**src/rtl/fp64_norm_round.sv**
```systemverilog
// -----------------------------------------------------------------------------
// fp64_norm_round
//
// Back end of an IEEE-754 double-precision multiplier. It takes the raw
// 53x53 mantissa product and the biased exponent sum, then normalizes,
// rounds (nearest, ties to even) and packs the double. Specials are resolved
// from the operand class flags. Subnormal results are flushed to zero.
//
// Pipeline: S1 (normalize) -> S2 (round/pack). S2 registers drive every
// output, so results are stable for as long as out_ready holds them.
// Valid/ready handshake on both sides. Latency is 2 cycles and throughput is
// one beat per cycle.
//
// Ports
//   clk          rising-edge clock
//   rst_n        asynchronous active-low reset
//   in_valid     input beat valid
//   in_ready     block can accept a beat
//   in_sign      product sign
//   in_exp       13-bit signed biased exponent sum (exp_a + exp_b - 1023)
//   in_mant      106-bit raw mantissa product, hidden bits included
//   in_zero      an operand is zero
//   in_inf       an operand is infinity
//   in_nan       an operand is NaN
//   out_valid    result valid
//   out_ready    downstream accepts result
//   out_result   IEEE-754 double result
//   out_ovf      overflow (result forced to infinity)
//   out_unf      underflow (result flushed to signed zero)
//   out_inexact  result inexact
// -----------------------------------------------------------------------------
module fp64_norm_round (
    input  logic         clk,
    input  logic         rst_n,
    input  logic         in_valid,
    output logic         in_ready,
    input  logic         in_sign,
    input  logic [12:0]  in_exp,
    input  logic [105:0] in_mant,
    input  logic         in_zero,
    input  logic         in_inf,
    input  logic         in_nan,
    output logic         out_valid,
    input  logic         out_ready,
    output logic [63:0]  out_result,
    output logic         out_ovf,
    output logic         out_unf,
    output logic         out_inexact
);

    localparam logic [63:0] QNAN_C     = 64'h7FF8_0000_0000_0000;
    localparam logic [10:0] EXP_MAX_C  = 11'h7FF;

    // -------------------------------------------------------------------------
    // Handshake control
    // -------------------------------------------------------------------------
    // ready_en_q keeps in_ready low during reset and raises it on the first
    // edge after release.
    logic ready_en_q;
    logic s1_valid_q, s1_valid_d;
    logic s2_valid_q, s2_valid_d;
    logic s2_load_s;
    logic in_ready_s;
    logic in_fire_s;

    // Handshake decode: S2 takes a new beat whenever it is empty or draining;
    // S1 can accept whenever it is empty or moving into S2 this cycle.
    always_comb begin
        s2_load_s  = (~s2_valid_q) | out_ready;
        in_ready_s = ready_en_q & ((~s1_valid_q) | s2_load_s);
        in_fire_s  = in_valid & in_ready_s;
    end

    assign in_ready = in_ready_s;

    // Next-state for the two stage valid bits.
    always_comb begin
        s1_valid_d = s1_valid_q;
        s2_valid_d = s2_valid_q;
        if (in_fire_s) begin
            s1_valid_d = 1'b1;
        end else if (s2_load_s) begin
            s1_valid_d = 1'b0;
        end else begin
            s1_valid_d = s1_valid_q;
        end
        if (s2_load_s) begin
            s2_valid_d = s1_valid_q;
        end else begin
            s2_valid_d = s2_valid_q;
        end
    end

    // Control registers; reset discards any beat in flight.
    always_ff @(posedge clk or negedge rst_n) begin
        if (!rst_n) begin
            ready_en_q <= 1'b0;
            s1_valid_q <= 1'b0;
            s2_valid_q <= 1'b0;
        end else begin
            ready_en_q <= 1'b1;
            s1_valid_q <= s1_valid_d;
            s2_valid_q <= s2_valid_d;
        end
    end

    // -------------------------------------------------------------------------
    // S1: normalize
    // -------------------------------------------------------------------------
    // The product of two 1.x mantissas lies in [1,4), so it is either already
    // normalized at bit 104 or needs a one-place right shift from bit 105.
    logic [51:0] s1_frac_d,   s1_frac_q;
    logic        s1_guard_d,  s1_guard_q;
    logic        s1_sticky_d, s1_sticky_q;
    logic [12:0] s1_exp_d,    s1_exp_q;
    logic        s1_sign_q;
    logic        s1_nan_q;
    logic        s1_inf_q;
    logic        s1_zero_q;

    // Normalization shift and guard/sticky extraction.
    always_comb begin
        s1_frac_d   = 52'd0;
        s1_guard_d  = 1'b0;
        s1_sticky_d = 1'b0;
        s1_exp_d    = 13'd0;
        if (in_mant[105]) begin
            s1_frac_d   = in_mant[104:53];
            s1_guard_d  = in_mant[52];
            s1_sticky_d = |in_mant[51:0];
            s1_exp_d    = in_exp + 13'd1;
        end else begin
            s1_frac_d   = in_mant[103:52];
            s1_guard_d  = in_mant[51];
            s1_sticky_d = |in_mant[50:0];
            s1_exp_d    = in_exp;
        end
    end

    // S1 data registers; captured only on an accepted input beat.
    always_ff @(posedge clk or negedge rst_n) begin
        if (!rst_n) begin
            s1_frac_q   <= 52'd0;
            s1_guard_q  <= 1'b0;
            s1_sticky_q <= 1'b0;
            s1_exp_q    <= 13'd0;
            s1_sign_q   <= 1'b0;
            s1_nan_q    <= 1'b0;
            s1_inf_q    <= 1'b0;
            s1_zero_q   <= 1'b0;
        end else if (in_fire_s) begin
            s1_frac_q   <= s1_frac_d;
            s1_guard_q  <= s1_guard_d;
            s1_sticky_q <= s1_sticky_d;
            s1_exp_q    <= s1_exp_d;
            s1_sign_q   <= in_sign;
            // inf x 0 is invalid and folds into the NaN class here.
            s1_nan_q    <= in_nan | (in_inf & in_zero);
            s1_inf_q    <= in_inf;
            s1_zero_q   <= in_zero;
        end else begin
            s1_frac_q   <= s1_frac_q;
            s1_guard_q  <= s1_guard_q;
            s1_sticky_q <= s1_sticky_q;
            s1_exp_q    <= s1_exp_q;
            s1_sign_q   <= s1_sign_q;
            s1_nan_q    <= s1_nan_q;
            s1_inf_q    <= s1_inf_q;
            s1_zero_q   <= s1_zero_q;
        end
    end

    // -------------------------------------------------------------------------
    // S2: round and pack
    // -------------------------------------------------------------------------
    logic               rnd_inc_s;
    logic [52:0]        frac_sum_s;
    logic [51:0]        frac_rnd_s;
    logic signed [12:0] exp_rnd_s;
    logic [63:0]        result_d;
    logic               ovf_d;
    logic               unf_d;
    logic               inexact_d;

    // Round to nearest even. A carry out of the fraction leaves the stored
    // fraction bits at zero and bumps the exponent.
    always_comb begin
        rnd_inc_s  = s1_guard_q & (s1_sticky_q | s1_frac_q[0]);
        frac_sum_s = {1'b0, s1_frac_q} + {52'd0, rnd_inc_s};
        frac_rnd_s = frac_sum_s[51:0];
        if (frac_sum_s[52]) begin
            exp_rnd_s = $signed(s1_exp_q + 13'd1);
        end else begin
            exp_rnd_s = $signed(s1_exp_q);
        end
    end

    // Result selection: specials first, then range limits, then normal pack.
    always_comb begin
        result_d  = 64'd0;
        ovf_d     = 1'b0;
        unf_d     = 1'b0;
        inexact_d = 1'b0;
        if (s1_nan_q) begin
            result_d = QNAN_C;
        end else if (s1_inf_q) begin
            result_d = {s1_sign_q, EXP_MAX_C, 52'd0};
        end else if (s1_zero_q) begin
            result_d = {s1_sign_q, 63'd0};
        end else if (exp_rnd_s >= 13'sd2047) begin
            result_d  = {s1_sign_q, EXP_MAX_C, 52'd0};
            ovf_d     = 1'b1;
            inexact_d = 1'b1;
        end else if (exp_rnd_s <= 13'sd0) begin
            result_d  = {s1_sign_q, 63'd0};
            unf_d     = 1'b1;
            inexact_d = 1'b1;
        end else begin
            result_d  = {s1_sign_q, exp_rnd_s[10:0], frac_rnd_s};
            inexact_d = s1_guard_q | s1_sticky_q;
        end
    end

    logic [63:0] s2_result_q;
    logic        s2_ovf_q;
    logic        s2_unf_q;
    logic        s2_inexact_q;

    // Output registers; they hold while the downstream stalls.
    always_ff @(posedge clk or negedge rst_n) begin
        if (!rst_n) begin
            s2_result_q  <= 64'd0;
            s2_ovf_q     <= 1'b0;
            s2_unf_q     <= 1'b0;
            s2_inexact_q <= 1'b0;
        end else if (s2_load_s && s1_valid_q) begin
            s2_result_q  <= result_d;
            s2_ovf_q     <= ovf_d;
            s2_unf_q     <= unf_d;
            s2_inexact_q <= inexact_d;
        end else begin
            s2_result_q  <= s2_result_q;
            s2_ovf_q     <= s2_ovf_q;
            s2_unf_q     <= s2_unf_q;
            s2_inexact_q <= s2_inexact_q;
        end
    end

    assign out_valid   = s2_valid_q;
    assign out_result  = s2_result_q;
    assign out_ovf     = s2_ovf_q;
    assign out_unf     = s2_unf_q;
    assign out_inexact = s2_inexact_q;

endmodule

```
**config.mk**
```make
export PLATFORM = sky130hd
export DESIGN_NAME = fp64_norm_round
export DESIGN_NICKNAME = d
export VERILOG_FILES = /design/src/rtl/fp64_norm_round.sv
export SDC_FILE = /design/constraint.sdc
export NUM_CORES = 1
export LEC_CHECK = 0
export ABC_AREA = 0
export BUFFER_PORTS_ARGS = -buffer_cell sky130_fd_sc_hd__buf_2
export CAP_MARGIN = 20
export CORE_MARGIN = 1
export CORE_UTILIZATION = 55
export CTS_CLUSTER_SIZE = 24
export DETAILED_ROUTE_END_ITERATION = 8
export PLACE_DENSITY = 0.84
export SYNTH_ARGS = -nofsm -noshare
export SYNTH_HDL_FRONTEND = slang
export SYNTH_SLANG_ARGS = --single-unit
```
**constraint.sdc**
```tcl
create_clock -name clk -period 10.5 [get_ports clk]
set_clock_uncertainty 0.1 [all_clocks]
set_input_delay 0.525 -clock clk [delete_from_list [all_inputs] [get_ports clk]]
set_output_delay 0.525 -clock clk [all_outputs]
set_load 0.02 [all_outputs]
```
==> run summary, run 1 <==
GLOBAL ROUTING
-----------------------------------------------------------------------------------------------
Total GRT Usage ..................................................................        28.4%
Most used routing layer in global routing ........................................         met2
Vias in the first global route ...................................................         6581
Wire length of the first global-routing pass .....................................     32900 um
Overall overflow remaining after global route ....................................            0
Global routing met1 resource utilization .........................................        38.1%
Number of antenna violations at the first check in global routing ................            3
Met3 usage .......................................................................        5.67%
Maximum number of pins on one net before global-route repair .....................          141
Global-route track usage on met2 .................................................        45.4%

STA
-----------------------------------------------------------------------------------------------
Final min period .................................................................      4.68 ns
Setup tns final ..................................................................         0 ns
Count of pins over their slew limit ..............................................            0
Max-Slew Margin vs Limit .........................................................        31.1%
Share of the clock period used by the worst path after layout ....................        44.5%
Final count of hold timing violations ............................................            0
Total of endpoints with negative setup slack in the final report .................            0
Worst hold slack .................................................................     0.256 ns
Fmax .............................................................................    0.214 GHz
Transition time at the pin with the least slew margin ............................      1.02 ns
Setup repair after global routing missed its margin ..............................        false

POWER AND IR DROP
-----------------------------------------------------------------------------------------------
Switching power ..................................................................     0.499 mW
Fraction of power consumed by the clock network ..................................        37.0%
Internal power contribution ......................................................      1.11 mW
Logic gate share of total power ..................................................        19.3%
Power share of the sequential group ..............................................        43.7%
Proportion of total power due to net switching ...................................        31.1%
Total Power Consumption ..........................................................      1.61 mW
Max rail drop VDD ................................................................       115 uV
Power per standard cell area .....................................................   167 nW/um2
Leak .............................................................................      4.50 nW

DRT
-----------------------------------------------------------------------------------------------
Detail Route Antenna Nets ........................................................            0
DRC errors left ..................................................................            0
Number of vias per cell after detailed routing ...................................         5.73
Iter 0 DRT Violations ............................................................          483
Vias after detailed routing ......................................................         6947
Count of TritonRoute iterations in the first routing pass ........................            5
Final wirelength .................................................................     20600 um
Routed wirelength normalized by instance count ...................................      17.0 um

SYNTH
-----------------------------------------------------------------------------------------------
Cells after synthesis ............................................................          845
Number of enable flip-flop cells after synthesis .................................            0
Proportion of register bits with asynchronous set or reset after synthesis .......         100%
Number of warnings printed during yosys synthesis ................................            0
Cell area after synthesis ........................................................     7960 um2
Most area-consuming cells after synthesis ........................................ sky130_fd_sc_hd__dfrtp_1, sky130_fd_sc_hd__nand2_1, sky130_fd_sc_hd__mux2i_1
Fraction of synthesized cell area taken by the top area cell type ................        44.3%
Dominant cell type by area after synthesis ....................................... sky130_fd_sc_hd__dfrtp_1
Synth unique cells ...............................................................           60
Number of synthesized register bits ..............................................          141
Post-synth net total .............................................................          976
Sequential fraction of the synthesis area ........................................        44.3%
Post-Syn Area per Cell ...........................................................     9.42 um2
Leading register cell type out of synthesis ...................................... sky130_fd_sc_hd__dfrtp_1

CTS
-----------------------------------------------------------------------------------------------
Number of H-tree levels ..........................................................            4
Number of clock sinks ............................................................          141
Clock insertion delay at the later pin of the skew report ........................      0.43 ns
Clock tree from TritonCTS ........................................................         done
Number of post-CTS setup repair buffers ..........................................            0
Clock input transition at the sequential cells of the worst setup and hold paths .      0.06 ns
Maximum clock insertion buffer count .............................................            2
Clock tree root driver cell ...................................................... sky130_fd_sc_hd__clkbuf_16
TritonCTS buffer count ...........................................................           17

MIN PATH
-----------------------------------------------------------------------------------------------
Path category of the worst min-delay check .......................................    in -> reg

LAYOUT
-----------------------------------------------------------------------------------------------
Area growth, synth to finish .....................................................        20.8%
Final cell count without fillers .................................................         1212
Layout Nets ......................................................................         1148
Commonest cells after routing, fill and taps aside ............................... sky130_fd_sc_hd__buf_2, sky130_fd_sc_hd__nand2_1, sky130_fd_sc_hd__dfrtp_1, sky130_fd_sc_hd__o21ai_0, sky130_fd_sc_hd__mux2i_1
Layout cells sized above 1 .......................................................        29.8%
Final design area excluding fillers ..............................................     9620 um2
Most frequent standard cell in the layout excluding fill and tap cells ........... sky130_fd_sc_hd__buf_2

CRITICAL PATH
-----------------------------------------------------------------------------------------------
Arrival time at the worst endpoint ...............................................      4.85 ns
Critical-path maximum fanout .....................................................           38
Critical path data required time .................................................     10.67 ns
CP Launch Type ...................................................................     register
Endpoint type of the worst setup path ............................................     register
Kind of critical path ............................................................   reg -> reg
Register-to-register path setup slack ............................................      5.82 ns

FLOORPLANNING
-----------------------------------------------------------------------------------------------
Floorplan core area ..............................................................    14000 um2
Die span in y ....................................................................       122 um
Standard-cell rows ...............................................................           43
I/O pin cnt ......................................................................          196
Die Wd ...........................................................................       122 um
Initial cell density of the core .................................................        56.9%
Die footprint ....................................................................    15000 um2

PLACEMENT
-----------------------------------------------------------------------------------------------
Port Buffers .....................................................................          195
Final Wtd Congestion .............................................................        0.924
Post-placement cell area .........................................................     8960 um2
Placed Cells incl. Taps ..........................................................         1175
Half-perimeter wire length of the detailed placement result ......................     14700 um

OUTCOME
-----------------------------------------------------------------------------------------------
Run status ....................................................................... finished clean

FLOW RUN
-----------------------------------------------------------------------------------------------
Count of max-cap constraint violations ...........................................            0

timing repair:
item,in CTS,in global routing
hold buffers,1,0
resized for setup,0,0
endpoints found under the hold margin,51,0
state kept, by name, summed over array words and instances (netlist names):
signal / flops
out_inexact: 1
out_ovf: 1
out_result: 64
out_unf: 1
out_valid: 1
ready_en_q: 1
s1_exp_q: 13
s1_frac_q: 52
s1_guard_q: 1
s1_inf_q: 1
s1_nan_q: 1
s1_sign_q: 1
s1_sticky_q: 1
s1_valid_q: 1
s1_zero_q: 1
synthesized netlist by cell type, types with 19 or more instances:
| cell type | count |
|---|---|
| sky130_fd_sc_hd__o21ai_2 | 50 |
| sky130_fd_sc_hd__nor2_1 | 22 |
| sky130_fd_sc_hd__and3_1 | 19 |
| sky130_fd_sc_hd__nand3_1 | 37 |
| sky130_fd_sc_hd__o21ai_0 | 82 |
| sky130_fd_sc_hd__nand4_1 | 24 |
| sky130_fd_sc_hd__nor4_1 | 20 |
| sky130_fd_sc_hd__xor2_1 | 49 |
| sky130_fd_sc_hd__clkbuf_1 | 33 |
| sky130_fd_sc_hd__nand2_1 | 163 |
| sky130_fd_sc_hd__mux2i_1 | 55 |
| sky130_fd_sc_hd__dfrtp_1 | 141 |
| sky130_fd_sc_hd__xnor2_1 | 24 |
worst max-delay path, stage by stage, from the launching register on:
cell and delay, ns:
sky130_fd_sc_hd__dfrtp_1 0.37, sky130_fd_sc_hd__o21a_1 0.14, sky130_fd_sc_hd__ha_1 0.22, sky130_fd_sc_hd__ha_1 0.23, sky130_fd_sc_hd__and4_1 0.40, sky130_fd_sc_hd__nand4_1 0.21
sky130_fd_sc_hd__nor4_2 0.60, sky130_fd_sc_hd__nand3_1 0.21, sky130_fd_sc_hd__xnor2_2 0.23, sky130_fd_sc_hd__nand4bb_2 0.32, sky130_fd_sc_hd__o2111ai_4 0.61, sky130_fd_sc_hd__buf_4 0.65
sky130_fd_sc_hd__o21ai_0 0.20
per-layer routing:
layer | wire (um) | up-vias
met1 | 8990 | 3339
met3 | 1050 | 42
met5 | 10 | -
li1 | - | 3349
met2 | 10100 | 215
met4 | 475 | 2
cell type report:
| type | count | area (um2) |
|---|---|---|
| fillers | 1134 | 4370 |
| multi-input cells | 650 | 4180 |
| flip-flops and latches | 141 | 3530 |
| repair buffers | 202 | 1080 |
| clock buffers | 20 | 467 |
| well taps | 180 | 225 |
| clock inverters | 12 | 119 |
| inverters | 5 | 18.8 |
| diodes | 2 | 5.00 |
power groups by stage:
stage | combinational (mW) | clock (mW) | sequential (mW)
3_3_place_gp | 0.297 | 0 | 0.705
2_1_floorplan | 0.174 | 0 | 0.717
4_1_cts | 0.308 | 0.599 | 0.699
3_5_place_dp | 0.306 | 0 | 0.707
5_1_grt | 0.344 | 0.622 | 0.711
6_report | 0.310 | 0.594 | 0.701
path summary, 6_finish.rpt:
kind,start,endpoint,cells past startpoint
max,s1_sticky_q$_DFFE_PN0P_,out_result[18]$_DFFE_PN0P_,12
min,in_sign,s1_sign_q$_DFFE_PN0P_,2
max reg2reg,s1_sticky_q$_DFFE_PN0P_,out_result[18]$_DFFE_PN0P_,12
min reg2reg,out_result[49]$_DFFE_PN0P_,out_result[49]$_DFFE_PN0P_,2
max in group asynchronous,rst_n,s1_frac_q[30]$_DFFE_PN0P_,4
min in group asynchronous,rst_n,out_result[44]$_DFFE_PN0P_,2
kinds of logic after synthesis:
family	Yosys count	share of synthesized area, %
xor+xnor	74	8.23
fa+ha+maj	4	0.628
mux	59	7.48
other cells	1	0.0471
simple gates	343	21.8
flops	141	44.3
compound gates	169	14.2
buf+inv	54	3.38
per-stage QoR:
stage,setup slack (ns),util (%)
after floorplan,7.21,-
after global placement,6.02,64.1
after detailed placement,5.84,64.1
after CTS,5.83,68.3
after global routing,5.44,68.7
final,5.82,68.8
(Power assumes the default switching activity.)
==> run 2: changes to the inputs <==
--- a/config.mk
+++ b/config.mk
@@ -5,14 +5,14 @@
 export SDC_FILE = /design/constraint.sdc
 export NUM_CORES = 1
 export LEC_CHECK = 0
-export ABC_AREA = 0
+export ABC_AREA = 1
 export BUFFER_PORTS_ARGS = -buffer_cell sky130_fd_sc_hd__buf_2
 export CAP_MARGIN = 20
 export CORE_MARGIN = 1
-export CORE_UTILIZATION = 55
+export CORE_UTILIZATION = 49
 export CTS_CLUSTER_SIZE = 24
 export DETAILED_ROUTE_END_ITERATION = 8
-export PLACE_DENSITY = 0.84
+export PLACE_DENSITY = 0.79
 export SYNTH_ARGS = -nofsm -noshare
 export SYNTH_HDL_FRONTEND = slang
 export SYNTH_SLANG_ARGS = --single-unit
==> constraint.sdc (replaced) <==
create_clock -name clk -period 4.1 [get_ports clk]
set_clock_uncertainty 0.1 [all_clocks]
set_input_delay 0.205 -clock clk [delete_from_list [all_inputs] [get_ports clk]]
set_output_delay 0.205 -clock clk [all_outputs]
set_load 0.02 [all_outputs]
==> run 2 against run 1 <==
  * Global-route usage is 1.3 points higher
  * Non-clock buffer count up 70
  * Wire length up 21%
  * Setup slack got worse by 5.3 ns
  * Die area grew 15%
  * Sequential cell count unchanged
  * Core utilization decreased by 2.8 points
  * Critical path type unchanged
  * Largest cell class unchanged
  * Highest routed layer is now met4
==> run summary, run 2 <==
STA
-----------------------------------------------------------------------------------------------
Setup tns final ..................................................................         0 ns
Fmax .............................................................................    0.281 GHz
Count of pins over their slew limit ..............................................            0
Final count of hold timing violations ............................................            0
Total of endpoints with negative setup slack in the final report .................            0
Max-Slew Margin vs Limit .........................................................        30.9%
Share of the clock period used by the worst path after layout ....................        86.7%
Final min period .................................................................      3.56 ns
Transition time at the pin with the least slew margin ............................      1.04 ns
Setup repair after global routing missed its margin ..............................        false

CRITICAL PATH
-----------------------------------------------------------------------------------------------
Critical-path maximum fanout .....................................................           28
CP Buf/Inv Count .................................................................            3
Chain of cells forming the critical path ......................................... inv_1 > nor2_1 > ha_1 > ha_1 > nand3_2 > nor2_4 > nand3_4 > nor2_8 > nand2_1 > nand2_1 > nor2_1 > nand2_1 > nor2_1 > nand2_2 > nand2_2 > inv_2 > nand3_4 > buf_12 > o21ai_0
Worst setup path start ........................................................... s1_guard_q$_DFFE_PN0P_
Kind of cell adding the most delay to the critical path .......................... simple AND/OR/NAND/NOR gates
Critical path data required time .................................................      4.35 ns
Kind of critical path ............................................................   reg -> reg
Endpoint type of the worst setup path ............................................     register
R2r startpoint ................................................................... s1_guard_q$_DFFE_PN0P_
Critical Path Max Stage Delay ....................................................      0.37 ns
Highest-delay cell along the critical path ....................................... sky130_fd_sc_hd__dfrtp_1
CP Launch Type ...................................................................     register
Arrival time at the worst endpoint ...............................................      3.80 ns

PLACEMENT
-----------------------------------------------------------------------------------------------
Half-perimeter wire length of the detailed placement result ......................     17300 um
Port Buffers .....................................................................          195
Placed Cells incl. Taps ..........................................................         1447
Final Wtd Congestion .............................................................        0.921

CTS
-----------------------------------------------------------------------------------------------
Number of post-CTS setup repair buffers ..........................................            0
Maximum clock insertion buffer count .............................................            2
Clock tree from TritonCTS ........................................................         done
Number of H-tree levels ..........................................................            4
Clock input transition at the sequential cells of the worst setup and hold paths .      0.06 ns
Number of clock sinks ............................................................          141
Clock insertion delay at the later pin of the skew report ........................      0.43 ns
TritonCTS buffer count ...........................................................           17
Clock tree root driver cell ...................................................... sky130_fd_sc_hd__clkbuf_16

SYNTH
-----------------------------------------------------------------------------------------------
Most instantiated cells after synthesis .......................................... sky130_fd_sc_hd__nand2_1, sky130_fd_sc_hd__nor2_1, sky130_fd_sc_hd__dfrtp_1, sky130_fd_sc_hd__inv_1, sky130_fd_sc_hd__o31ai_1
Proportion of register bits with asynchronous set or reset after synthesis .......         100%
Most repeated cell in the gate-level netlist after synthesis ..................... sky130_fd_sc_hd__nand2_1
Dominant cell type by area after synthesis ....................................... sky130_fd_sc_hd__dfrtp_1
Cells after synthesis ............................................................         1072
Number of synthesized register bits ..............................................          141
Number of warnings printed during yosys synthesis ................................            0
Post-Syn Area per Cell ...........................................................     7.64 um2
Fraction of synthesized cell area taken by the top area cell type ................        43.1%
Synth unique cells ...............................................................           37
Leading register cell type out of synthesis ...................................... sky130_fd_sc_hd__dfrtp_1
Post-synth net total .............................................................         1203
Sequential fraction of the synthesis area ........................................        43.1%
Cell area after synthesis ........................................................     8190 um2
Number of enable flip-flop cells after synthesis .................................            0
Most area-consuming cells after synthesis ........................................ sky130_fd_sc_hd__dfrtp_1, sky130_fd_sc_hd__nand2_1, sky130_fd_sc_hd__nor2_1

LAYOUT
-----------------------------------------------------------------------------------------------
Utilization of the core after routing ............................................        65.9%
Layout Nets ......................................................................         1451
Commonest cells after routing, fill and taps aside ............................... sky130_fd_sc_hd__nand2_1, sky130_fd_sc_hd__buf_2, sky130_fd_sc_hd__nor2_1, sky130_fd_sc_hd__dfrtp_1, sky130_fd_sc_hd__dlygate4sd3_1
Layout cells sized above 1 .......................................................        22.8%
Diodes inserted ..................................................................            0
Final cell count without fillers .................................................         1548
Area growth, synth to finish .....................................................        29.7%
Number of flip-flops under the largest register name .............................           64
Fill cell instance count of the final layout .....................................         1350
Most frequent standard cell in the layout excluding fill and tap cells ........... sky130_fd_sc_hd__nand2_1

DRT
-----------------------------------------------------------------------------------------------
Count of TritonRoute iterations in the first routing pass ........................            6
Number of vias per cell after detailed routing ...................................         5.48
Vias after detailed routing ......................................................         8479
Detail Route Antenna Nets ........................................................            0
Routed wirelength normalized by instance count ...................................      16.1 um
Final wirelength .................................................................     24900 um
Iter 0 DRT Violations ............................................................          709
DRC errors left ..................................................................            0

FLOORPLANNING
-----------------------------------------------------------------------------------------------
Die Wd ...........................................................................       131 um
Die span in y ....................................................................       131 um
Initial cell density of the core .................................................        50.8%
Floorplan core area ..............................................................    16100 um2
Standard-cell rows ...............................................................           46
I/O pin cnt ......................................................................          196
Die footprint ....................................................................    17200 um2

GLOBAL ROUTING
-----------------------------------------------------------------------------------------------
Number of antenna violations at the first check in global routing ................            0
Overall overflow remaining after global route ....................................            0
Total GRT Usage ..................................................................        29.7%
Vias in the first global route ...................................................         8201
Wire length of the first global-routing pass .....................................     40500 um
Maximum number of pins on one net before global-route repair .....................          109

POWER AND IR DROP
-----------------------------------------------------------------------------------------------
Power per standard cell area .....................................................   422 nW/um2
Max rail drop VDD ................................................................       271 uV
Leak .............................................................................      5.14 nW

FLOW RUN
-----------------------------------------------------------------------------------------------
Count of max-cap constraint violations ...........................................            0

OUTCOME
-----------------------------------------------------------------------------------------------
Run status ....................................................................... finished clean

MIN PATH
-----------------------------------------------------------------------------------------------
Hold path startpoint ............................................................. in_mant[102]
Path category of the worst min-delay check .......................................    in -> reg

-- run 2: cell count changes in the layout (fill, tap and decap cells not counted), moves of 7 or more --
cell | previous run | this run
sky130_fd_sc_hd__dlygate4sd3_1 | 1 | 70
sky130_fd_sc_hd__xor2_1 | 49 | 36
sky130_fd_sc_hd__o21ai_2 | 50 | 40
sky130_fd_sc_hd__o31ai_1 | 4 | 54
sky130_fd_sc_hd__nand2_2 | 1 | 8
sky130_fd_sc_hd__nor2_1 | 22 | 187
sky130_fd_sc_hd__mux2i_1 | 55 | 0
sky130_fd_sc_hd__nor2_2 | 0 | 9
sky130_fd_sc_hd__o21ai_1 | 0 | 7
sky130_fd_sc_hd__o21ai_0 | 82 | 32
sky130_fd_sc_hd__and3_1 | 19 | 0
sky130_fd_sc_hd__inv_1 | 5 | 57
sky130_fd_sc_hd__and4_1 | 11 | 0
sky130_fd_sc_hd__nand2_1 | 161 | 299
-- run 2: logic make-up after synthesis --
kind of cell	count (synthesis)	share of synthesized area, %
AND/OR/NAND/NOR	610	31.6
AO/OA/AOI/OAI	152	12.9
flip-flops	141	43.1
buffers and inverters	104	5.33
XOR/XNOR	60	6.42
adder cells (fa/ha/maj)	4	0.611
other	1	0.0458
-- run 2: where the power goes --
part           internal, mW  total (mW)  switching (mW)  leakage [nW]
combinational         0.405        1.03           0.629          3.06
sequential             1.59        1.81           0.222          1.79
clock                  1.03        1.63           0.607         0.299
total                  3.02        4.48            1.46          5.14
-- run 2: final cells by class --
class,instances,area (um2),share of cell area [%]
Multi-Input combinational cell,827,4240,39.9
Timing Repair Buffer,272,1750,16.5
Clock buffer,19,443,4.17
Inverter,61,229,2.16
Clock inverter,12,169,1.59
Tap cell,216,270,2.54
Sequential cell,141,3530,33.2
-- run 2: worst paths after layout --
path	slack [ns]	to	depth (start not counted)
worst max-delay path	0.54	out_result[23]$_DFFE_PN0P_	19
worst min-delay path	0.004	s1_frac_q[49]$_DFFE_PN0P_	3
worst max register to register	0.54	out_result[23]$_DFFE_PN0P_	19
worst min register to register	0.38	out_result[18]$_DFFE_PN0P_	2
max in group asynchronous	2.54	s1_frac_q[3]$_DFFE_PN0P_	3
min in group asynchronous	0.35	s1_frac_q[22]$_DFFE_PN0P_	2
-- run 2: per-layer routing --
metal  part of all wire [%]  vias to the layer above  GRT usage [%]  routed length (um)
met5                      0                        -              0                   0
met4                    2.7                        0           11.8                 674
li1                       -                     4002              -                   -
met1                     42                     4020           38.4               10500
met3                    6.6                       62           4.90                1640
met2                     49                      395           49.8               12100
-- run 2: worst reg2reg max path, stage by stage, from the launching register on --
cell and delay, ns:
sky130_fd_sc_hd__dfrtp_1 0.37, sky130_fd_sc_hd__inv_1 0.06, sky130_fd_sc_hd__nor2_1 0.15, sky130_fd_sc_hd__ha_1 0.23, sky130_fd_sc_hd__ha_1 0.24, sky130_fd_sc_hd__nand3_2 0.16, sky130_fd_sc_hd__nor2_4 0.18, sky130_fd_sc_hd__nand3_4 0.19
sky130_fd_sc_hd__nor2_8 0.23, sky130_fd_sc_hd__nand2_1 0.07, sky130_fd_sc_hd__nand2_1 0.11, sky130_fd_sc_hd__nor2_1 0.06, sky130_fd_sc_hd__nand2_1 0.07, sky130_fd_sc_hd__nor2_1 0.05, sky130_fd_sc_hd__nand2_2 0.17, sky130_fd_sc_hd__nand2_2 0.12
sky130_fd_sc_hd__inv_2 0.13, sky130_fd_sc_hd__nand3_4 0.28, sky130_fd_sc_hd__buf_12 0.31, sky130_fd_sc_hd__o21ai_0 0.18
-- run 2: timing repair --
action / CTS / global route
resized for setup: 0 / 1
hold buffers: 70 / 0
endpoints found under the setup margin: 0 / 1
hold endpoints to repair: 162 / 0
-- run 2: per-stage QoR --
step	worst slack [ns]	hold slack (ns)	cell area [um2]	total power [mW]
6_report	0.544	0.00401	10600	4.48
5_1_grt	0.143	0.00858	10600	4.69
4_1_cts	0.446	0.000857	10600	4.48
3_5_place_dp	0.500	0.319	9310	2.77
3_3_place_gp	0.673	0.310	9310	2.75
2_1_floorplan	1.49	-0.191	8190	2.39
